**config.mk**
```make
export PLATFORM = sky130hd
export DESIGN_NAME = filt_fir_mac
export DESIGN_NICKNAME = d
export VERILOG_FILES = /design/src/rtl/filt_pkg.sv /design/src/rtl/filt_rnd_sat.sv /design/src/rtl/filt_fir_mac.sv
export SDC_FILE = /design/constraint.sdc
export NUM_CORES = 1
export LEC_CHECK = 0
export CAP_MARGIN = 0
export CORE_MARGIN = 8
export CORE_UTILIZATION = 30
export DETAILED_ROUTE_END_ITERATION = 6
export PLACE_DENSITY_LB_ADDON = 0.25
export SLEW_MARGIN = 40
export SYNTH_ARGS = -nofsm -noshare
export SYNTH_HDL_FRONTEND = slang
export SYNTH_SLANG_ARGS = --single-unit
```
**constraint.sdc**
```tcl
create_clock -name i_clk -period 9.1 [get_ports i_clk]
set_input_delay 1.365 -clock i_clk [delete_from_list [all_inputs] [get_ports i_clk]]
set_output_delay 1.365 -clock i_clk [all_outputs]
set_load 0.02 [all_outputs]
```
**src/rtl/filt_pkg.sv**
```systemverilog
// Shared helpers and FSM encoding for the time-multiplexed FIR filter family.
package filt_pkg;

    function automatic int ceil_div(input int a, input int b);
        return (a + b - 1) / b;
    endfunction

    function automatic int clog2(input int v);
        int r;
        r = 0;
        for (int p = 1; p < v; p = p * 2) r++;
        return r;
    endfunction

    function automatic int max2(input int a, input int b);
        return (a > b) ? a : b;
    endfunction

    // Symmetric filters only store the first half of the impulse response.
    function automatic int taps(input int len, input int symm);
        return (symm != 0) ? ceil_div(len, 2) : len;
    endfunction

    function automatic int acc_w(input int dw, input int cw, input int symm, input int len);
        return dw + cw + symm + clog2(len);
    endfunction

    localparam logic [1:0] ST_CLEAR = 2'd0;
    localparam logic [1:0] ST_IDLE  = 2'd1;
    localparam logic [1:0] ST_MAC   = 2'd2;
    localparam logic [1:0] ST_OUT   = 2'd3;

endpackage

```
**src/rtl/filt_rnd_sat.sv**
```systemverilog
// Combinational arithmetic right shift with round-half-up, then signed saturation.
module filt_rnd_sat #(
    parameter int gp_in_width  = 22,
    parameter int gp_out_width = 22,
    parameter int gp_frac      = 0
) (
    input  logic signed [gp_in_width-1:0]  din,
    output logic signed [gp_out_width-1:0] dout,
    output logic                           sat
);
    // One guard bit keeps the rounding increment from overflowing.
    localparam int W = gp_in_width + 1;

    logic signed [W-1:0] r;

    generate
        if (gp_frac > 0) begin : g_round
            localparam logic signed [W-1:0] HALF = W'(1) << (gp_frac - 1);
            assign r = (W'(din) + HALF) >>> gp_frac;
        end else begin : g_pass
            assign r = W'(din);
        end

        if (gp_out_width >= W) begin : g_wide
            assign dout = gp_out_width'(r);
            assign sat  = 1'b0;
        end else begin : g_clip
            logic [W-gp_out_width:0] top;
            logic                    fits;
            assign top  = r[W-1:gp_out_width-1];
            assign fits = (&top) | ~(|top);
            assign sat  = ~fits;
            assign dout = fits     ? r[gp_out_width-1:0] :
                          r[W-1]   ? {1'b1, {(gp_out_width-1){1'b0}}} :
                                     {1'b0, {(gp_out_width-1){1'b1}}};
        end
    endgenerate

endmodule

```
**src/rtl/filt_fir_mac.sv**
```systemverilog
// Multi-channel FIR sharing one multiply-accumulate unit across taps and channels.
module filt_fir_mac
    import filt_pkg::*;
#(
    parameter int gp_data_width   = 8,
    parameter int gp_coeff_width  = 8,
    parameter int gp_coeff_length = 17,
    parameter int gp_channels     = 2,
    parameter int gp_symm         = 1,
    parameter int gp_frac         = 0,
    parameter int gp_oup_width    = gp_data_width + gp_coeff_width + 1 + $clog2(gp_coeff_length)
) (
    input  logic                                                        i_clk,
    input  logic                                                        i_rst,
    input  logic                                                        i_valid,
    output logic                                                        o_ready,
    input  logic [max2(1, clog2(gp_channels))-1:0]                      i_chan,
    input  logic signed [gp_data_width-1:0]                             i_data,
    input  logic                                                        i_coeff_we,
    input  logic [max2(1, clog2(taps(gp_coeff_length, gp_symm)))-1:0]   i_coeff_addr,
    input  logic signed [gp_coeff_width-1:0]                            i_coeff_data,
    output logic                                                        o_valid,
    output logic [max2(1, clog2(gp_channels))-1:0]                      o_chan,
    output logic signed [gp_oup_width-1:0]                              o_data,
    output logic                                                        o_sat
);
    localparam int L      = gp_coeff_length;
    localparam int c_taps = taps(L, gp_symm);
    localparam int c_acc  = acc_w(gp_data_width, gp_coeff_width, gp_symm, L);
    localparam int c_chw  = max2(1, clog2(gp_channels));
    localparam int c_aw   = max2(1, clog2(c_taps));
    localparam int c_pw   = max2(1, clog2(L));
    localparam int c_clr  = max2(gp_channels * L, c_taps);
    localparam int c_cw   = max2(1, clog2(c_clr + 1));
    localparam int c_pre  = gp_data_width + gp_symm;
    localparam int c_prw  = gp_coeff_width + c_pre;
    localparam bit c_mid  = (gp_symm != 0) && (L % 2 == 1);

    logic [1:0]                       state;
    logic signed [gp_data_width-1:0]  dline [gp_channels][L];
    logic signed [gp_coeff_width-1:0] coeff [c_taps];
    logic [c_pw-1:0]                  ptr   [gp_channels];
    logic [c_pw-1:0]                  idx_a, idx_b;
    logic [c_aw-1:0]                  tap;
    logic [c_chw-1:0]                 cur_ch;
    logic signed [c_acc-1:0]          acc;
    logic [c_cw-1:0]                  clr_cnt;
    logic [c_chw-1:0]                 clr_ch;
    logic [c_pw-1:0]                  clr_idx;
    logic                             chan_ok;
    logic signed [gp_data_width-1:0]  xa, xb;
    logic signed [c_pre-1:0]          pre;
    logic signed [c_prw-1:0]          prod;
    logic signed [gp_oup_width-1:0]   rs_data;
    logic                             rs_sat;

    function automatic logic [c_pw-1:0] inc(input logic [c_pw-1:0] p);
        return (p == c_pw'(L - 1)) ? '0 : p + 1'b1;
    endfunction

    function automatic logic [c_pw-1:0] dec(input logic [c_pw-1:0] p);
        return (p == '0) ? c_pw'(L - 1) : p - 1'b1;
    endfunction

    assign o_ready = (state == ST_IDLE);
    assign chan_ok = (int'(i_chan) < gp_channels);

    // idx_a walks back from the newest sample, idx_b forward from the oldest.
    assign xa = dline[cur_ch][idx_a];
    assign xb = dline[cur_ch][idx_b];

    always_comb begin
        pre = c_pre'(xa);
        if (gp_symm != 0 && !(c_mid && tap == c_aw'(c_taps - 1)))
            pre = c_pre'(xa) + c_pre'(xb);
    end

    assign prod = c_prw'(coeff[tap]) * c_prw'(pre);

    filt_rnd_sat #(
        .gp_in_width (c_acc),
        .gp_out_width(gp_oup_width),
        .gp_frac     (gp_frac)
    ) u_rnd_sat (
        .din (acc),
        .dout(rs_data),
        .sat (rs_sat)
    );

    always_ff @(posedge i_clk) begin
        if (i_rst) begin
            state   <= ST_CLEAR;
            clr_cnt <= '0;
            clr_ch  <= '0;
            clr_idx <= '0;
            tap     <= '0;
            acc     <= '0;
            cur_ch  <= '0;
            idx_a   <= '0;
            idx_b   <= '0;
            o_valid <= 1'b0;
            o_data  <= '0;
            o_chan  <= '0;
            o_sat   <= 1'b0;
            for (int i = 0; i < gp_channels; i++) ptr[i] <= '0;
        end else begin
            o_valid <= 1'b0;
            case (state)
                ST_CLEAR: begin
                    clr_cnt <= clr_cnt + 1'b1;
                    if (clr_idx == c_pw'(L - 1)) begin
                        clr_idx <= '0;
                        clr_ch  <= clr_ch + 1'b1;
                    end else begin
                        clr_idx <= clr_idx + 1'b1;
                    end
                    if (clr_cnt == c_cw'(c_clr - 1)) state <= ST_IDLE;
                end
                ST_IDLE: begin
                    // Out-of-range channels are consumed without starting a computation.
                    if (i_valid && chan_ok) begin
                        ptr[i_chan] <= inc(ptr[i_chan]);
                        cur_ch      <= i_chan;
                        idx_a       <= ptr[i_chan];
                        idx_b       <= inc(ptr[i_chan]);
                        tap         <= '0;
                        acc         <= '0;
                        state       <= ST_MAC;
                    end
                end
                ST_MAC: begin
                    acc   <= acc + c_acc'(prod);
                    idx_a <= dec(idx_a);
                    idx_b <= inc(idx_b);
                    tap   <= tap + 1'b1;
                    if (tap == c_aw'(c_taps - 1)) state <= ST_OUT;
                end
                ST_OUT: begin
                    o_valid <= 1'b1;
                    o_data  <= rs_data;
                    o_chan  <= cur_ch;
                    o_sat   <= rs_sat;
                    state   <= ST_IDLE;
                end
                default: state <= ST_CLEAR;
            endcase
        end
    end

    // Storage has no reset; CLEAR walks through it one word per cycle instead.
    always_ff @(posedge i_clk) begin
        if (!i_rst) begin
            if (state == ST_CLEAR) begin
                if (clr_cnt < c_cw'(gp_channels * L)) dline[clr_ch][clr_idx] <= '0;
                if (clr_cnt < c_cw'(c_taps)) coeff[clr_cnt[c_aw-1:0]] <= '0;
            end else if (state == ST_IDLE) begin
                if (i_coeff_we && int'(i_coeff_addr) < c_taps) coeff[i_coeff_addr] <= i_coeff_data;
                if (i_valid && chan_ok) dline[i_chan][ptr[i_chan]] <= i_data;
            end
        end
    end

endmodule

```
# ---- After elaboration in Yosys (flattened, before gate mapping)
# Memory sizes are Yosys's and may differ from the RTL's. A register that Yosys moved wholly into a read port is not among the register bits.
# Index checks and enable logic that the tools add are counted.
dict set report op_classes {
  n_mux 63
  order_cmp 9
  n_eq_ne 11
  addsub 9
  n_reduce_logical 13
  n_mul 1
  bitwise 4
}
# operator count
set op_table {}
lappend op_table {{2-to-1 mux 136 bit} 4}
lappend op_table {{OR reduction 136 bit} 1}
lappend op_table {{binary-select mux 8 bit (select 5 bit)} 2}
lappend op_table {{demux 8 bit (select 5 bit)} 2}
lappend op_table {{2-to-1 mux 8 bit} 7}
lappend op_table {{one-hot mux 22 bit (2 select lines)} 1}
lappend op_table {{2-to-1 mux 5 bit} 7}
lappend op_table {{2-to-1 mux 1 bit} 27}
lappend op_table {{>= comparator 6 bit (second input constant)} 4}
lappend op_table {{inverter 5 -> 6 bit} 4}
lappend op_table {{adder 22 x 17 -> 22 bit} 1}
lappend op_table {{2-to-1 mux 22 bit} 1}
lappend op_table {{one-hot mux 5 bit (2 select lines)} 2}
lappend op_table {{multiplier 8 x 9 -> 17 bit} 1}
lappend op_table {{2-to-1 mux 4 bit} 4}
lappend op_table {{adder 5 x 1 -> 5 bit (second input constant)} 3}
lappend op_table {{== test 5 bit (second input constant)} 3}
lappend op_table {{< comparator 6 x 1 -> 1 bit (second input constant)} 2}
lappend op_table {{adder 8 x 8 -> 9 bit} 1}
lappend op_table {{2-to-1 mux 9 bit} 1}
lappend op_table {{one-hot mux 2 bit (4 select lines)} 1}
lappend op_table {{one-hot mux 4 bit (2 select lines)} 1}
lappend op_table {{OR reduction 8 bit} 1}
lappend op_table {{adder 6 x 1 -> 6 bit (second input constant)} 1}
lappend op_table {{19 further kinds} 28}
dict set report totals {
  word_cells 125
  ff_bits 75
  memories 3
  mem_bits_rw 354
  in_bits 25
  output_inout_bits 26
}
# name words word_bits read_ports rd_clocked_by_memory_dff wr line
set memory_table {}
lappend memory_table {dline 2 136 1 1 1 filt_fir_mac.sv:40} ;# logic signed [gp_data_width-1:0] dline [gp_channels][L];
lappend memory_table {coeff 9 8 1 1 1 filt_fir_mac.sv:41} ;# logic signed [gp_coeff_width-1:0] coeff [c_taps];
lappend memory_table {ptr 2 5 1 0 2 filt_fir_mac.sv:42} ;# logic [c_pw-1:0] ptr [gp_channels];

# ---- Depth between registers and ports, before layout
# Gate-level depths: netlist of the first run.
dict set report depth {
  word_depth 9
  depth_mapped 36
  ltp_nobuf 31
}

# ---- By module
# A second synthesis of the first run with hierarchy kept.
dict set report hier_totals {
  hier_cells 1749
  hier_area_um2 24050.6
}
# mod seq_area_each_um2 cells_per_inst instances area_each_um2
set modules_own_cells {}
lappend modules_own_cells {filt_fir_mac 12251.8 1725 1 23874.1}
lappend modules_own_cells {filt_rnd_sat 0.0 24 1 176.4}

# ---- Worst setup path before layout of the first run
# OpenSTA, ideal clock, no wires.
dict set report synth_path {
  kind {reg2reg}
  startpoint {register with a tool-made name}
  endpoint {register acc[18]}
  path_slack_ns 0.546
  required_ns 8.983
  path_stages_with_launch 32
  path_buffers 5
  arrival_time_ns 8.437
  cell_sequence {dfxtp_1 buf_6 buf_6 buf_6 buf_2 mux4_2 mux4_2 mux2i_1 o22ai_1 ha_1 fa_1 a21o_1 a21oi_1 nand2b_1 a41oi_1 a211oi_2 and2_1 fa_1 inv_1 fa_1 inv_1 fa_1 fa_1 ha_1 ha_1 clkbuf_1 and3_1 a31oi_1 o21ai_0 o311ai_0 mux2i_1 nand2_1}
}
# element line
set synth_lines {}
lappend synth_lines {{end signal, assigned} filt_fir_mac.sv:132} ;# acc <= acc + c_acc'(prod);
lappend synth_lines {{end, declared} filt_fir_mac.sv:46} ;# logic signed [c_acc-1:0] acc;

==> results.yml, run 1 <==
yosys:
  synth_edf_count: 354
  synth.most_common_cell: "edfxtp_1"
  ys_top_cells_by_count: "354 x edfxtp_1, 157 x nor2_1, 138 x inv_1"
  syn_inst: 1855
  avgSynthCellArea_sq_um: 13.17
  synthArstFlopShare_pct: 0
  synthTopCellsByArea: "edfxtp_1 43%, mux4_2 9.6%, fa_1 8.3%"
  synth-seq-area-share_pct: 50.05
  synth_fp_nets: 2059
  yosys_warnings: 0
  ys_seq_elements: 434
  synthFlopType: "edfxtp_1"
  yosys.area.top_type: "edfxtp_1"
  ys_types: 87
  synth_area_sq_um: 24440
  netlist.area_leader.share_pct: 43.50
layout:
  final_layout_size_suffix_gt1_share_pct: 17.10
  diodes: 0
  synthToLayoutAreaGrowth_pct: 15.73
  utilization_pct: 35.11
  nNetsFinal: 2149
  fillers: 7726
  multi_input_area_sq_um: 11440
  regArea_sq_um: 12240
global_routing:
  track_usage_pct: 15.38
  antenna_found_initial: 0
  grt_start_max_net_pins: 56
  grt_pass1_vias: 16215
  grt_pass1_wl_um: 106800
  overflow: 0
status:
  run_status: "complete, no violations"
sta:
  relSlewSlack_pct: 41.47
  skew_ns: 0.06025
  setup_viol_count_final: 0
  hold_viol: 0
  min_period_ns: 8.726
  finalWorstSetupSlack_ns: 0.3735
  drv_slew: 0
  worst_pin_slew_ns: 0.8780
  period_share_pct: 95.90
  hold_slack_ns: 0.4936
  tns_ns: 0
  fmax_mhz: 114.6
worst_setup_path:
  start_kind: "flop"
  worstSetupPathType: "reg -> reg"
  cpMostUsedCell: "fa_1"
  cp.arrival_ns: 9.19
  crit_required_ns: 9.56
  worst_setup_path_end_kind: "flop"
  slowest_delay_ns: 0.55
  critPathBufInv: 4
  crit_slowest_cell: "dfxtp_4"
  crit_family: "adder cells"
  critPathMaxFanout: 12
clock_tree:
  clock_latency_ns: 0.63
  cts_made_buffers: 49
  h-tree-depth: 2
  clkTransAtPathRegs_ns: 0.06
  cts_tree: "done"
  clockRootBuffer: "clkbuf_16"
  cts.sinks: 434
  cts_max_path_buffers: 3
detailed_routing:
  dr.pass1.iters: 5
  wl_per_cell_um: 23.43
  post-route-drc-count: 0
  routed_wl_um: 71310
  vias_per_cell: 5.237
  drt_iter0_drc: 1377
  drtAntennaViolNets: 0
  vias: 15937
place:
  port_buffers: 49
  dp_slack_ns: 0.1554
  post-dp-hpwl_um: 50880
  gp_congestion: 0.8802
floorplanning:
  core_area_sq_um: 80550
  fp.dieH_um: 301.4
  die-area_sq_um: 90850
  io_pins: 51
  start_util_pct: 30.34
  rows: 104
  fp.dieW_um: 301.4
worst_hold_path:
  holdCritPathClass: "reg -> reg"
run:
  cap_viol_max_count: 0
## state kept, by name, summed over array words and instances (netlist names), named ones only
signal and flops:
cur_ch 1, idx_b 5, dline 272, idx_a 5
acc 22, clr_idx 5, coeff 72, state 2
ptr 10, o_data 22, clr_cnt 6, clr_ch 1
o_chan 1, o_valid 1, tap 4
## repair_timing
| action | CTS | global route |
|---|---|---|
| endpoints found under the setup margin | 0 | 13 |
| hold buffers | 0 | 0 |
| gates resized for setup | 0 | 3 |
| buffers inserted | 0 | 2 |
## area by class of cell
cell class                 count  share of cell area (%)
tap                         1060                   4.689
clock inverter                25                  0.8760
timing repair buffer         130                   4.185
inverter                     142                   1.885
multi-input combinational   1188                   40.47
clock buffer                  64                   4.610
sequential                   434                   43.29
## cells by family after synthesis
kind of cell / Yosys count / share of synthesized area (%)
adders and majority gates: 179 / 12.27
muxes: 245 / 15.55
other: 1 / 0.01534
xor gates and xnor gates: 36 / 1.290
and+or+nand+nor: 448 / 8.929
DFF: 434 / 50.05
buffers and inverters: 233 / 4.168
AOI/OAI and AO/OA: 279 / 7.731
## worst register-to-register path, delay by kind of cell, from the launching register on
kind	cells	cell delay (ns)
AO/OA/AOI/OAI	9	1.75
adder cells (fa/ha/maj)	8	3.44
buffers and inverters	4	0.63
flip-flops	1	0.55
multiplexers	4	1.44
AND/OR/NAND/NOR	5	0.75
## placed cells by master, fill, tap and decap left out, types with 36 or more instances in the layout
| cell | synthesis | routed |
|---|---|---|
| fa_1 | 101 | 101 |
| ha_1 | 78 | 78 |
| mux2i_1 | 125 | 123 |
| edfxtp_1 | 354 | 354 |
| clkbuf_16 | 0 | 50 |
| nand2_1 | 80 | 80 |
| clkdlybuf4s50_1 | 0 | 48 |
| dfxtp_1 | 80 | 75 |
| nor2_1 | 157 | 148 |
| mux4_2 | 104 | 104 |
| o21ai_0 | 38 | 37 |
| nor3_1 | 46 | 36 |
| inv_1 | 138 | 138 |
| buf_4 | 7 | 72 |
| a21oi_1 | 74 | 66 |
## per-layer routing
| metal | vias to the layer above | wire length (um) | track usage [%] |
|---|---|---|---|
| met1 | 8196 | 31980 | 21.29 |
| li1 | 7106 | - | - |
| met2 | 521 | 33510 | 25.14 |
| met5 | - | 0 | 0 |
| met3 | 114 | 4098 | 2.244 |
| met4 | 0 | 1720 | 4.026 |
## final timing paths
path / endpoint / start / depth (start not counted) / slack, ns
max reg2reg: acc[18] / flop / 30 / 0.37
min: o_data[9] / o_data[9] / 2 / 0.49
min reg2reg: o_data[9] / o_data[9] / 2 / 0.49
max: acc[18] / flop / 30 / 0.37
## metrics by stage
step	cells	cell area, sq um
global route	3043	28280
detailed placement	2952	26660
global placement	2950	26500
floorplan	1855	24440
finish	3043	28280
CTS	3041	28210
Power of run 1 is not shown: default switching activity piles up to over one toggle a cycle in this logic, so the estimate is an artifact.
==> run 2: changes to the inputs <==
--- a/config.mk
+++ b/config.mk
@@ -8,6 +8,7 @@
 export CAP_MARGIN = 0
 export CORE_MARGIN = 8
 export CORE_UTILIZATION = 30
+export CTS_CLUSTER_SIZE = 8
 export DETAILED_ROUTE_END_ITERATION = 6
 export PLACE_DENSITY_LB_ADDON = 0.25
 export SLEW_MARGIN = 40
==> run 2 against run 1 <==
Net effect:
- cell area grew 0.76%
- critical path depth shrank 2
- wire length is 0.26% higher
- via count shrank 0.11%
- cell count up 0.46%
- first-iteration DRC count increased by 5.4%
- sequential share of layout area is 0.33 points lower
- highest routed layer unchanged
==> results.yml, run 2 (same netlist as run 1, synthesis figures left out) <==
sta:
  worst_pin_slew_ns: 0.8502
  period_share_pct: 95.91
  hold_slack_ns: 0.4907
  skew_ns: 0.05816
  setup_viol_count_final: 0
  fmax_mhz: 114.6
  min_period_ns: 8.728
  drv_slew: 0
  relSlewSlack_pct: 43.32
  tns_ns: 0
  hold_viol: 0
layout:
  synthToLayoutAreaGrowth_pct: 16.61
  final_common_cell: "edfxtp_1"
  top_register: "dline"
  diodes: 0
  fin_area_sq_um: 28500
  reg.largest.list: "dline x272, coeff x72"
  largest_register_ff_count: 272
  final_layout_size_suffix_gt1_share_pct: 16.78
  layout_common_cells: "354 x edfxtp_1, 148 x nor2_1, 138 x inv_1, 123 x mux2i_1, 104 x mux4_2"
  nNetsFinal: 2161
  fillers: 7740
global_routing:
  overflow: 0
  grt_start_max_net_pins: 56
  grt_pass1_vias: 16284
  track_usage_pct: 15.49
  antenna_found_initial: 0
  grt_pass1_wl_um: 107600
worst_setup_path:
  slowest_delay_ns: 0.54
  crit_required_ns: 9.59
  worstSetupPathType: "reg -> reg"
  cp.arrival_ns: 9.22
  crit_slowest_cell: "dfxtp_4"
  worst_setup_path_end_kind: "flop"
  critPathMaxFanout: 20
  start_kind: "flop"
  critPathBufInv: 4
  crit_family: "adder cells"
  cpMostUsedCell: "fa_1"
floorplanning:
  io_pins: 51
  die-area_sq_um: 90850
  core_area_sq_um: 80550
  fp.dieW_um: 301.4
  fp.dieH_um: 301.4
  rows: 104
  start_util_pct: 30.34
place:
  gp_congestion: 0.8802
  post-dp-hpwl_um: 50880
  dpl_cell_area_sq_um: 26660
  port_buffers: 49
detailed_routing:
  drt_iter0_drc: 1451
  wl_per_cell_um: 23.39
  drtAntennaViolNets: 0
  dr.pass1.iters: 6
  vias_per_cell: 5.207
  routed_wl_um: 71500
  vias: 15919
  post-route-drc-count: 0
clock_tree:
  h-tree-depth: 2
  cts.sinks: 434
  cts_made_buffers: 61
  cts_max_path_buffers: 3
  cts_tree: "done"
  clkTransAtPathRegs_ns: 0.05
  clockRootBuffer: "clkbuf_16"
  ctsHoldBuffers: 0
  clock_latency_ns: 0.65
status:
  run_status: "complete, no violations"
run:
  cap_viol_max_count: 0
worst_hold_path:
  holdCritPathClass: "reg -> reg"
  hold_start: "o_data[9]"
## run 2: final cells by class
cell class	instances	area [sq um]	share of cell area, %
Timing Repair Buffer	130	1184	4.154
Tap cell	1060	1326	4.654
Clock buffer	97	1662	5.831
Multi-Input combinational cell	1188	11440	40.16
Sequential cell	434	12240	42.96
Clock inverter	6	105.1	0.3688
Inverter	142	533.0	1.870
## run 2: what timing repair did
| item | CTS | global route |
|---|---|---|
| resized for setup | 0 | 3 |
| setup endpoints to repair | 0 | 13 |
| buffers inserted | 0 | 2 |
## run 2: worst paths after layout
path	slack [ns]	cells after the start	endpoint
worst min register to register	0.49	2	o_data[9]
worst max register to register	0.37	28	acc[18]
worst min-delay path	0.49	2	o_data[9]
worst max-delay path	0.37	28	acc[18]
## run 2: per-layer routing
metal | routed length [um] | track usage, % | up-vias
li1 | - | - | 7123
met1 | 31970 | 21.43 | 8136
met2 | 33420 | 25.25 | 532
met3 | 4087 | 2.244 | 128
met4 | 2027 | 4.300 | 0
met5 | 0 | 0 | -
## run 2: worst min-delay path, delay by kind of cell, from the launching register on
| kind | cells | cell delay, ns |
|---|---|---|
| DFF | 1 | 0.32 |
| muxes | 1 | 0.07 |
| and+or+nand+nor | 1 | 0.07 |
## run 2: through the flow
stage / instances / setup slack (ns) / util (%)
finish: 3057 / 0.3721 / 35.38
global route: 3057 / -0.01100 / 35.38
CTS: 3055 / 0.04137 / 35.29
detailed placement: 2952 / 0.1554 / 33.10
global placement: 2950 / 0.2355 / 32.90
floorplan: 1855 / 0.5456 / -
Power of run 2 is left out for the same reason.
